===== src/rtl/fir_pkg.sv =====
// fir_pkg: shared defaults, state encoding and sample types for the FIR MAC stage.
// Build option FIR_MAC_SATURATE_EN selects output saturation instead of wrap.
package fir_pkg;

  localparam int DATA_WIDTH_D = 13;
  localparam int COEF_WIDTH_D = 13;
  localparam int TAPS_D       = 8;
  localparam int SHIFT_D      = 12;
  localparam int OUT_WIDTH_D  = 16;

  typedef enum logic [1:0] {
    IDLE,
    MAC,
    OUT
  } fir_mac_state_t;

  typedef logic signed [DATA_WIDTH_D-1:0] sample_t;
  typedef logic signed [COEF_WIDTH_D-1:0] coef_t;

endpackage


===== src/rtl/fir_mac_u_if.sv =====
// fir_mac_u_if: tap/coefficient inputs and filtered-sample outputs of fir_mac_u.
// master drives taps and coefficient writes; slave is the MAC stage.
interface fir_mac_u_if
  import fir_pkg::*;
#(
  parameter int DATA_WIDTH = DATA_WIDTH_D,
  parameter int COEF_WIDTH = COEF_WIDTH_D,
  parameter int TAPS       = TAPS_D,
  parameter int OUT_WIDTH  = OUT_WIDTH_D
) ();

  localparam int AW = $clog2(TAPS);

  logic                         VIN;
  logic signed [DATA_WIDTH-1:0] tp [0:TAPS-1];
  logic                         COEF_WE;
  logic [AW-1:0]                COEF_ADDR;
  logic signed [COEF_WIDTH-1:0] COEF_DIN;
  logic signed [OUT_WIDTH-1:0]  DOUT;
  logic                         VOUT;
  logic                         BUSY;
  logic                         OVR;

  modport master (
    output VIN, tp, COEF_WE, COEF_ADDR, COEF_DIN,
    input  DOUT, VOUT, BUSY, OVR
  );

  modport slave (
    input  VIN, tp, COEF_WE, COEF_ADDR, COEF_DIN,
    output DOUT, VOUT, BUSY, OVR
  );

endinterface


===== src/rtl/fir_out_scale.sv =====
// fir_out_scale: arithmetic right shift of the accumulator, then narrowing.
// FIR_MAC_SATURATE_EN defined -> clamp to output range; otherwise wrap.
module fir_out_scale #(
  parameter int ACC_WIDTH = 29,
  parameter int SHIFT     = 12,
  parameter int OUT_WIDTH = 16
) (
  input  logic signed [ACC_WIDTH-1:0] acc,
  output logic signed [OUT_WIDTH-1:0] dout
);

`ifdef FIR_MAC_SATURATE_EN
  localparam logic signed [ACC_WIDTH-1:0] MAXV =
    ACC_WIDTH'((64'sd1 <<< (OUT_WIDTH - 1)) - 64'sd1);
  localparam logic signed [ACC_WIDTH-1:0] MINV = -MAXV - 1;

  logic signed [ACC_WIDTH-1:0] s;

  assign s = acc >>> SHIFT;

  always_comb begin
    dout = s[OUT_WIDTH-1:0];
    if (s > MAXV) begin
      dout = MAXV[OUT_WIDTH-1:0];
    end else if (s < MINV) begin
      dout = MINV[OUT_WIDTH-1:0];
    end
  end
`else
  assign dout = OUT_WIDTH'(acc >>> SHIFT);
`endif

endmodule


===== src/rtl/fir_mac_u.sv =====
// fir_mac_u: time-shared MAC behind the FIR delay line, one product per cycle.
// Output narrowing set by FIR_MAC_SATURATE_EN (see fir_out_scale).
module fir_mac_u
  import fir_pkg::*;
#(
  parameter int DATA_WIDTH = DATA_WIDTH_D,
  parameter int COEF_WIDTH = COEF_WIDTH_D,
  parameter int TAPS       = TAPS_D,
  parameter int SHIFT      = SHIFT_D,
  parameter int OUT_WIDTH  = OUT_WIDTH_D
) (
  input logic        CLK,
  input logic        RST_n,
  fir_mac_u_if.slave bus
);

  localparam int AW        = $clog2(TAPS);
  localparam int PW        = DATA_WIDTH + COEF_WIDTH;
  localparam int ACC_WIDTH = PW + AW;

  fir_mac_state_t state, state_d;

  logic [AW-1:0]                idx;
  logic signed [DATA_WIDTH-1:0] snap  [TAPS];
  logic signed [COEF_WIDTH-1:0] coef  [TAPS];
  logic signed [COEF_WIDTH-1:0] csnap [TAPS];
  logic signed [ACC_WIDTH-1:0]  acc, acc_d;
  logic signed [PW-1:0]         prod;
  logic signed [OUT_WIDTH-1:0]  dout_q, dout_d;
  logic                         vout_q, busy_q, ovr_q;
  logic                         last;

  assign prod  = PW'(snap[idx]) * PW'(csnap[idx]);
  assign acc_d = acc + ACC_WIDTH'(prod);
  assign last  = (idx == AW'(TAPS - 1));

  fir_out_scale #(
    .ACC_WIDTH (ACC_WIDTH),
    .SHIFT     (SHIFT),
    .OUT_WIDTH (OUT_WIDTH)
  ) u_scale (
    .acc  (acc_d),
    .dout (dout_d)
  );

  always_comb begin
    state_d = state;
    unique case (1'b1)
      (state == IDLE): if (bus.VIN) state_d = MAC;
      (state == MAC):  if (last) state_d = OUT;
      (state == OUT):  state_d = IDLE;
      default:         state_d = IDLE;
    endcase
  end

  always_ff @(posedge CLK) begin
    if (!RST_n) begin
      state  <= IDLE;
      idx    <= '0;
      acc    <= '0;
      dout_q <= '0;
      vout_q <= 1'b0;
      busy_q <= 1'b0;
      ovr_q  <= 1'b0;
      snap   <= '{default: '0};
      coef   <= '{default: '0};
      csnap  <= '{default: '0};
    end else begin
      state  <= state_d;
      busy_q <= (state_d != IDLE);
      vout_q <= (state_d == OUT);
      if (bus.VIN && busy_q) begin
        ovr_q <= 1'b1;
      end
      if (bus.COEF_WE && !busy_q) begin
        coef[bus.COEF_ADDR] <= bus.COEF_DIN;
      end
      // coefs are snapshotted so a same-cycle write only affects later samples
      if ((state == IDLE) && bus.VIN) begin
        snap  <= bus.tp;
        csnap <= coef;
        acc   <= '0;
        idx   <= '0;
      end
      if (state == MAC) begin
        acc <= acc_d;
        idx <= idx + 1'b1;
        if (last) begin
          dout_q <= dout_d;
        end
      end
    end
  end

  assign bus.DOUT = dout_q;
  assign bus.VOUT = vout_q;
  assign bus.BUSY = busy_q;
  assign bus.OVR  = ovr_q;

endmodule

===== src/flat_wrapper.sv =====
// flat-port wrapper written by rule: the top's interface ports become plain ports
module fir_mac_u_flat import fir_pkg::*;
#(
  parameter int DATA_WIDTH = DATA_WIDTH_D,
  parameter int COEF_WIDTH = COEF_WIDTH_D,
  parameter int TAPS       = TAPS_D,
  parameter int SHIFT      = SHIFT_D,
  parameter int OUT_WIDTH  = OUT_WIDTH_D
)
  (CLK, RST_n, bus_VIN, bus_tp, bus_COEF_WE, bus_COEF_ADDR, bus_COEF_DIN, bus_DOUT, bus_VOUT, bus_BUSY, bus_OVR);
  fir_mac_u_if #(.DATA_WIDTH(DATA_WIDTH), .COEF_WIDTH(COEF_WIDTH), .TAPS(TAPS), .OUT_WIDTH(OUT_WIDTH)) bus_i ();
  input logic CLK;
  input logic RST_n;
  input wire logic [$bits(bus_i.VIN)-1:0] bus_VIN;
  input wire logic [$bits(bus_i.tp)-1:0] bus_tp;
  input wire logic [$bits(bus_i.COEF_WE)-1:0] bus_COEF_WE;
  input wire logic [$bits(bus_i.COEF_ADDR)-1:0] bus_COEF_ADDR;
  input wire logic [$bits(bus_i.COEF_DIN)-1:0] bus_COEF_DIN;
  output wire logic [$bits(bus_i.DOUT)-1:0] bus_DOUT;
  output wire logic [$bits(bus_i.VOUT)-1:0] bus_VOUT;
  output wire logic [$bits(bus_i.BUSY)-1:0] bus_BUSY;
  output wire logic [$bits(bus_i.OVR)-1:0] bus_OVR;
  assign bus_i.VIN = bus_VIN;
  assign bus_i.tp = {>>{bus_tp}};
  assign bus_i.COEF_WE = bus_COEF_WE;
  assign bus_i.COEF_ADDR = bus_COEF_ADDR;
  assign bus_i.COEF_DIN = bus_COEF_DIN;
  assign bus_DOUT = bus_i.DOUT;
  assign bus_VOUT = bus_i.VOUT;
  assign bus_BUSY = bus_i.BUSY;
  assign bus_OVR = bus_i.OVR;
  fir_mac_u #(.DATA_WIDTH(DATA_WIDTH), .COEF_WIDTH(COEF_WIDTH), .TAPS(TAPS), .SHIFT(SHIFT), .OUT_WIDTH(OUT_WIDTH)) u_core (.CLK(CLK), .RST_n(RST_n), .bus(bus_i));
endmodule

===== config.mk =====
export PLATFORM = sky130hd
export DESIGN_NAME = fir_mac_u_flat
export DESIGN_NICKNAME = d
export VERILOG_FILES = /design/src/rtl/fir_pkg.sv /design/src/rtl/fir_mac_u_if.sv /design/src/rtl/fir_out_scale.sv /design/src/rtl/fir_mac_u.sv /design/src/flat_wrapper.sv
export SDC_FILE = /design/constraint.sdc
export NUM_CORES = 1
export LEC_CHECK = 0
export CAP_MARGIN = 15
export CORE_AREA = 2 2 214 268
export CTS_BUF_LIST = sky130_fd_sc_hd__clkbuf_8
export CTS_CLUSTER_DIAMETER = 40
export DETAILED_ROUTE_END_ITERATION = 6
export DIE_AREA = 0 0 216 270
export PLACE_DENSITY = 0.6
export SETUP_SLACK_MARGIN = 0.3
export SYNTH_ARGS = -nofsm -noshare
export SYNTH_HDL_FRONTEND = slang
export SYNTH_SLANG_ARGS = --single-unit

===== constraint.sdc =====
create_clock -name CLK -period 8.9 [get_ports CLK]
set_input_delay 1.335 -clock CLK [delete_from_list [all_inputs] [get_ports CLK]]
set_output_delay 1.335 -clock CLK [all_outputs]
set_load 0.02 [all_outputs]

# Word-level counts from Yosys, hierarchy flattened
# Cells that the tools add are included.
dict set report word_totals {
  register_bits 365
  inputBits 124
  out_inout_bits 19
  elab_cells 67
}
dict set report op_classes {
  n_addsub 2
  n_mul 1
  n_lt_le_gt_ge 3
  eq_ne 3
  n_mux 16
  bitwise_logic 2
  reduce_logical 9
}
# cell n
set ops {}
lappend ops {{bitwise mux 104 bit} 1}
lappend ops {{binary-select mux 13 bit (select 3 bit)} 2}
lappend ops {{2-to-1 mux 13 bit} 5}
lappend ops {{2-to-1 mux 29 bit} 2}
lappend ops {{demux 13 bit (select 3 bit)} 1}
lappend ops {{adder 29 x 26 -> 29 bit} 1}
lappend ops {{multiplier 13 x 13 -> 26 bit} 1}
lappend ops {{greater-or-equal comparator 4 bit, second input constant} 2}
lappend ops {{inverter 3 -> 4 bit} 2}
lappend ops {{2-to-1 mux 3 bit} 2}
lappend ops {{logical AND 1 bit} 4}
lappend ops {{less-than comparator 4 x 1 -> 1 bit, second input constant} 1}
lappend ops {{2-to-1 mux 2 bit} 2}
lappend ops {{case mux 2 bit (2 select lines)} 1}
lappend ops {{nonzero test 2 bit} 2}
lappend ops {{adder 3 x 1 -> 3 bit, second input constant} 1}
lappend ops {{equality test 3 bit, second input constant} 1}
lappend ops {{equality test 2 x 1 -> 1 bit, second input constant} 1}
lappend ops {{equality test 2 bit, second input constant} 1}
lappend ops {{logical NOT 2 bit} 1}
lappend ops {{AND reduction 2 bit} 1}
lappend ops {{logical NOT 1 bit} 1}

# Depth between registers and ports, before layout
dict set report logic_depth {
  word_depth 7
  mapped_depth 27
  mapped_depth_nobuf 24
}

# Modules after synthesis
# From an unflattened synthesis, not the netlist that was laid out.
dict set report hier_totals {
  cells_unflattened 2569
  hier_area_um2 22261.4
}
# mod n_inst cells_each area_each_um2 seq_area_each_um2
set by_module_without_submodules {}
lappend by_module_without_submodules {fir_mac_u 1 2553 22141.2 7307.0}
lappend by_module_without_submodules {fir_out_scale 1 16 120.1 0.0}

# Worst setup path before layout
# Ideal clock, no wire load.
dict set report synth_timing {
  path_kind {register to register}
  start {register u_core.idx[0]}
  end {register u_core.acc[23]}
  setup_time_ns 0.116
  arrival_time_ns 6.894
  required_ns 8.784
  path_slack_ns 1.890
  stages_incl_launch_ff 27
  n_path_buf 3
  synth_period_minus_slack_ns 7.010
  path_cell_list {dfxtp_1 > buf_6 > buf_2 > buf_2 > mux4_2 > mux2i_1 > nor2_1 > fa_1 > inv_1 > fa_1 > inv_1 > fa_1 > inv_1 > fa_1 > inv_1 > fa_1 > inv_1 > fa_1 > inv_1 > ha_1 > o21a_1 > and3_1 > a32o_1 > o21ai_1 > a21oi_1 > or3_1 > a41o_1}
}
dict set report synth_between {
  elab_chain_len 7
  word_cells_on_any_way 10
  classes_between {1 x add/sub; 1 x mul; 7 x mux; 1 x bitwise}
}
# element line
set synth_lines {}
lappend synth_lines {{from (decl)} fir_mac_u.sv:23} ;# logic [AW-1:0] idx;
lappend synth_lines {{from (signal assigned)} fir_mac_u.sv:87} ;# idx <= idx + 1'b1;
lappend synth_lines {{inverter 3 -> 4 bit (implied by the code) *} fir_mac_u.sv:33} ;# assign prod = PW'(snap[idx]) * PW'(csnap[idx]);
lappend synth_lines {{binary-select mux 13 bit (select 3 bit)} fir_mac_u.sv:33}
lappend synth_lines {{2-to-1 mux 13 bit (implied by the code) (2 in a row)} fir_mac_u.sv:33}
lappend synth_lines {{multiplier 13 x 13 -> 26 bit *} fir_mac_u.sv:33}
lappend synth_lines {{adder 29 x 26 -> 29 bit *} fir_mac_u.sv:34} ;# assign acc_d = acc + ACC_WIDTH'(prod);
lappend synth_lines {{2-to-1 mux 29 bit *} fir_mac_u.sv:85} ;# if (state == MAC) begin
lappend synth_lines {{to (signal assigned)} fir_mac_u.sv:60} ;# acc <= '0;
lappend synth_lines {{to (signal assigned)} fir_mac_u.sv:82} ;# acc <= '0;
lappend synth_lines {{to (signal assigned)} fir_mac_u.sv:86} ;# acc <= acc_d;
lappend synth_lines {{to (decl)} fir_mac_u.sv:27} ;# logic signed [ACC_WIDTH-1:0] acc, acc_d;
# Mark *: on every way between the ends. The rest lies on a longest branch, timed or not. The select of a mux whose other input is x is not followed.
# A chain may end at the register's enable or synchronous reset.

# Worst setup path in the final report
dict set report layout_timing {
  start {register u_core.idx[0]}
  end {register u_core.dout_q[14], in the netlist u_core.bus.DOUT[14]}
}
dict set report layout_between {
  elab_chain_len 6
  word_cells_on_any_way 11
  classes_between {1 x add/sub; 1 x mul; 1 x eq/ne; 6 x mux; 1 x bitwise; 1 x reduce/logical}
}
# element line
set layout_lines {}
lappend layout_lines {{inverter 3 -> 4 bit (implied by the code)} fir_mac_u.sv:33}
lappend layout_lines {{binary-select mux 13 bit (select 3 bit)} fir_mac_u.sv:33}
lappend layout_lines {{2-to-1 mux 13 bit (implied by the code) (2 in a row)} fir_mac_u.sv:33}
lappend layout_lines {{multiplier 13 x 13 -> 26 bit} fir_mac_u.sv:33}
lappend layout_lines {{adder 29 x 26 -> 29 bit} fir_mac_u.sv:34}
lappend layout_lines {{to (signal assigned)} fir_mac_u.sv:89} ;# dout_q <= dout_d;
lappend layout_lines {{to (decl)} fir_mac_u.sv:29} ;# logic signed [OUT_WIDTH-1:0] dout_q, dout_d;
# Several ways; a longest one is shown, not always the timed one. The select of a mux whose other input is x is not followed.

==> impl_metrics.py <==
metrics = {
    "critical_path": {
        "cp_slowest_stage_delay_ns": 0.70,
        "worst-path-buf-inv": 5,
        "cp_data_arrival_time_ns": 8.16,
        "critPathKind": "register to register",
        "critPathTopFamily": "adder cells",
        "slowest_stage": "fa_1",
        "cp-end-kind": "register",
        "cp.required_ns": 9.40,
        "crit_chain": "buf_12 > mux4_2 > mux2i_1 > nor2_1 > inv_1 > fa_1 > inv_1 > fa_1 > fa_1 > fa_1 > fa_1 > inv_1 > fa_1 > inv_1 > ha_1 > nand3_1 > o211ai_1 > nand2_1 > a32oi_1 > nand3_1 > a311oi_1 > or4_1 > a31oi_1",
        "path_max_fanout": 37,
        "cp-start-kind": "register",
        "cp_common_cell": "fa_1",
    },
    "clock_network": {
        "clock-root-buffer": "clkbuf_8",
        "cts_setup_buffers": 0,
        "cts_resized": 0,
        "holdBufCountCts": 0,
        "clkTransAtPathRegs_ns": 0.07,
        "clockBufferDepth": 3,
        "cts_sinks": 364,
        "cts_tree": "yes",
        "cts_buffers": 60,
        "h-tree-depth": 2,
        "clock_latency_ns": 0.68,
    },
    "floorplanning": {
        "die_area_mm2": 0.05832,
        "die_y_um": 270,
        "io_pins": 143,
        "core_area_mm2": 0.05583,
        "rows": 97,
        "start_util_pct": 39.61,
        "dieWidth_um": 216,
    },
    "global_route": {
        "gr-total-overflow": 0,
        "grt_max_degree": 210,
        "grt_antenna_before_repair": 3,
        "grt_pass1_vias": 17980,
        "grt_pass1_wl_um": 96260,
        "grtUsageTotal_pct": 20.54,
    },
    "synthesis": {
        "synth_edf_count": 0,
        "syn_avg_cell_area_um2": 8.719,
        "postSynthCellCount": 2536,
        "async_reset_ff_share_pct": 0,
        "synth_seq_area_share_pct": 32.96,
        "ys.flop_type": "dfxtp_1",
        "ys_warn_count": 0,
        "synth_area_leader_cell": "dfxtp_1",
        "synth.area.top_cells": "dfxtp_1 33%, fa_1 19%, nand2_1 11%",
        "syn_nets": 2949,
        "synth.distinct_cells": 56,
        "ys_ff_latch": 364,
        "synth.top_cell.area_share_pct": 32.96,
        "synth_area_mm2": 0.02211,
    },
    "sta": {
        "tightest_slew_ns": 1.094,
        "finalWorstSetupSlack_ns": 1.238,
        "tns_ns": 0,
        "max_slew_margin_pct": 27.05,
        "period_share_pct": 86.09,
        "rsz0062_at_grt": "no",
        "hold_viol_final": 0,
        "drv_slew": 0,
        "fin_skew_ns": 0.03721,
        "period_minus_slack_ns": 7.662,
        "setup_viol": 0,
        "fmax_mhz": 130.5,
    },
    "power": {
        "p_leak_uw": 0.01061,
        "ir_drop_mv": 0.09182,
        "power.density_mw_per_mm2": 144.2,
    },
    "place": {
        "place_hpwl_um": 43540,
        "port_buffers": 142,
        "dpl-instance-area_mm2": 0.02420,
        "gp_congestion": 0.8806,
        "post-place-ws_ns": 1.314,
    },
    "cells_and_area": {
        "final_cell_mix": "627 x nand2_1, 361 x dfxtp_1, 292 x inv_1",
        "drive_above_1_share_pct": 8.268,
        "syn_to_final_growth_pct": 15.74,
        "final_common_cell": "nand2_1",
        "fin_nets": 3035,
        "finalInstanceArea_mm2": 0.02559,
    },
    "route": {
        "dr.pass1.iters": 5,
        "via_per_inst": 5.040,
        "route.detailed.drc": 0,
        "drt_iter0_markers": 911,
        "antenna_left": 0,
        "wl_per_cell_um": 17.41,
        "vias": 17220,
        "finalWirelength_um": 59480,
    },
    "run": {
        "drv_cap": 0,
    },
    "status": {
        "status": "finished, final reports clean",
    },
    "worst_hold_path": {
        "hp-class": "register to register",
    },
}
## logic make-up (layout without fill, tap and decap cells)
family,after synthesis,after routing,share of synthesized area (%)
compound gates,379,379,9.365
simple gates,904,904,16.39
fa+ha+maj,289,289,23.31
buf+inv,437,574,7.526
other cells,0,1,0
mux,140,140,9.444
xor+xnor,23,23,1.007
flops,364,364,32.96
## final cells by class
| type | instances | area [µm²] |
|---|---|---|
| inverters | 284 | 1074 |
| repair buffers | 177 | 1722 |
| clock buffers | 78 | 1074 |
| clock inverters | 35 | 311.5 |
| fillers | 5513 | 30240 |
| flip-flops and latches | 364 | 7293 |
| multi-input cells | 1735 | 13190 |
| well taps | 742 | 928.4 |
| diodes | 1 | 2.502 |
## registers in the layout (all words and copies together), names as in the netlist
signal	flops
u_core.acc	28
u_core.bus.BUSY	1
u_core.bus.DOUT	16
u_core.bus.OVR	1
u_core.bus.VOUT	1
u_core.coef	104
u_core.csnap	104
u_core.idx	3
u_core.snap	104
u_core.state	2
## per-stage QoR
step / utilization [%] / power [µW] / cells / hold WS [ns]
floorplan: - / 1929 / 2536 / 0.4312
global placement: 43.35 / 2070 / 3302 / 0.4347
detailed placement: 43.35 / 2076 / 3302 / 0.4439
CTS: 45.83 / 3737 / 3415 / 0.4464
global route: 45.84 / 3843 / 3416 / 0.4656
finish: 45.84 / 3690 / 3416 / 0.4489
## final timing paths
kind | startpoint | end | slack, ns | cells after the start
hold reg to reg | u_core.coef[60] | u_core.csnap[60] | 0.45 | 2
setup reg to reg | u_core.idx[0] | u_core.bus.DOUT[14] | 1.24 | 23
setup / recovery | u_core.idx[0] | u_core.bus.DOUT[14] | 1.24 | 23
hold / removal | u_core.coef[60] | u_core.csnap[60] | 0.45 | 2
## worst reg2reg max path: stages, from the launching register on
cell      delay (ns)
dfxtp_4         0.37
buf_12          0.29
mux4_2          0.56
mux2i_1         0.49
nor2_1          0.16
inv_1           0.11
fa_1            0.70
inv_1           0.22
fa_1            0.47
fa_1            0.51
fa_1            0.47
fa_1            0.52
inv_1           0.05
fa_1            0.48
inv_1           0.04
ha_1            0.44
nand3_1         0.12
o211ai_1        0.19
nand2_1         0.11
a32oi_1         0.31
nand3_1         0.20
a311oi_1        0.42
or4_1           0.18
a31oi_1         0.07
## cells in the mapped netlist, types with 3 or more instances
library cell  count
nand2_1         628
dfxtp_1         364
a21oi_1         291
inv_1           278
fa_1            205
nor2_1          182
clkbuf_1        129
ha_1             84
mux2i_1          70
mux4_2           52
nand2b_1         20
o21ai_1          18
and2_1           16
mux2_2           16
xnor2_1          16
buf_2            13
nand3_1          13
a22oi_1          12
buf_1            10
nor2b_1           9
nor3_1            8
o21ai_0           8
nor3b_1           7
o31ai_1           7
a21o_1            6
inv_2             6
o21a_1            6
a211oi_1          5
a31oi_1           5
xor2_1            5
and3_1            4
nand3b_1          4
or3_1             4
a32oi_1           3
nand4_1           3
o211ai_1          3
## per-layer routing
| layer | wire (µm) | GRT usage, % |
|---|---|---|
| met3 | 2174 | 2.815 |
| met5 | 0 | 0 |
| met1 | 24860 | 24.90 |
| met4 | 1728 | 6.777 |
| met2 | 30720 | 37.30 |
## power by group
group / internal (µW) / switching [µW] / leakage (µW)
registers: 1670 / 23.1 / 0.00295
logic: 132 / 211 / 0.00690
clock network: 919 / 733 / 0.000757
total: 2720 / 967 / 0.0106
Power figures use the tool's default switching activity.
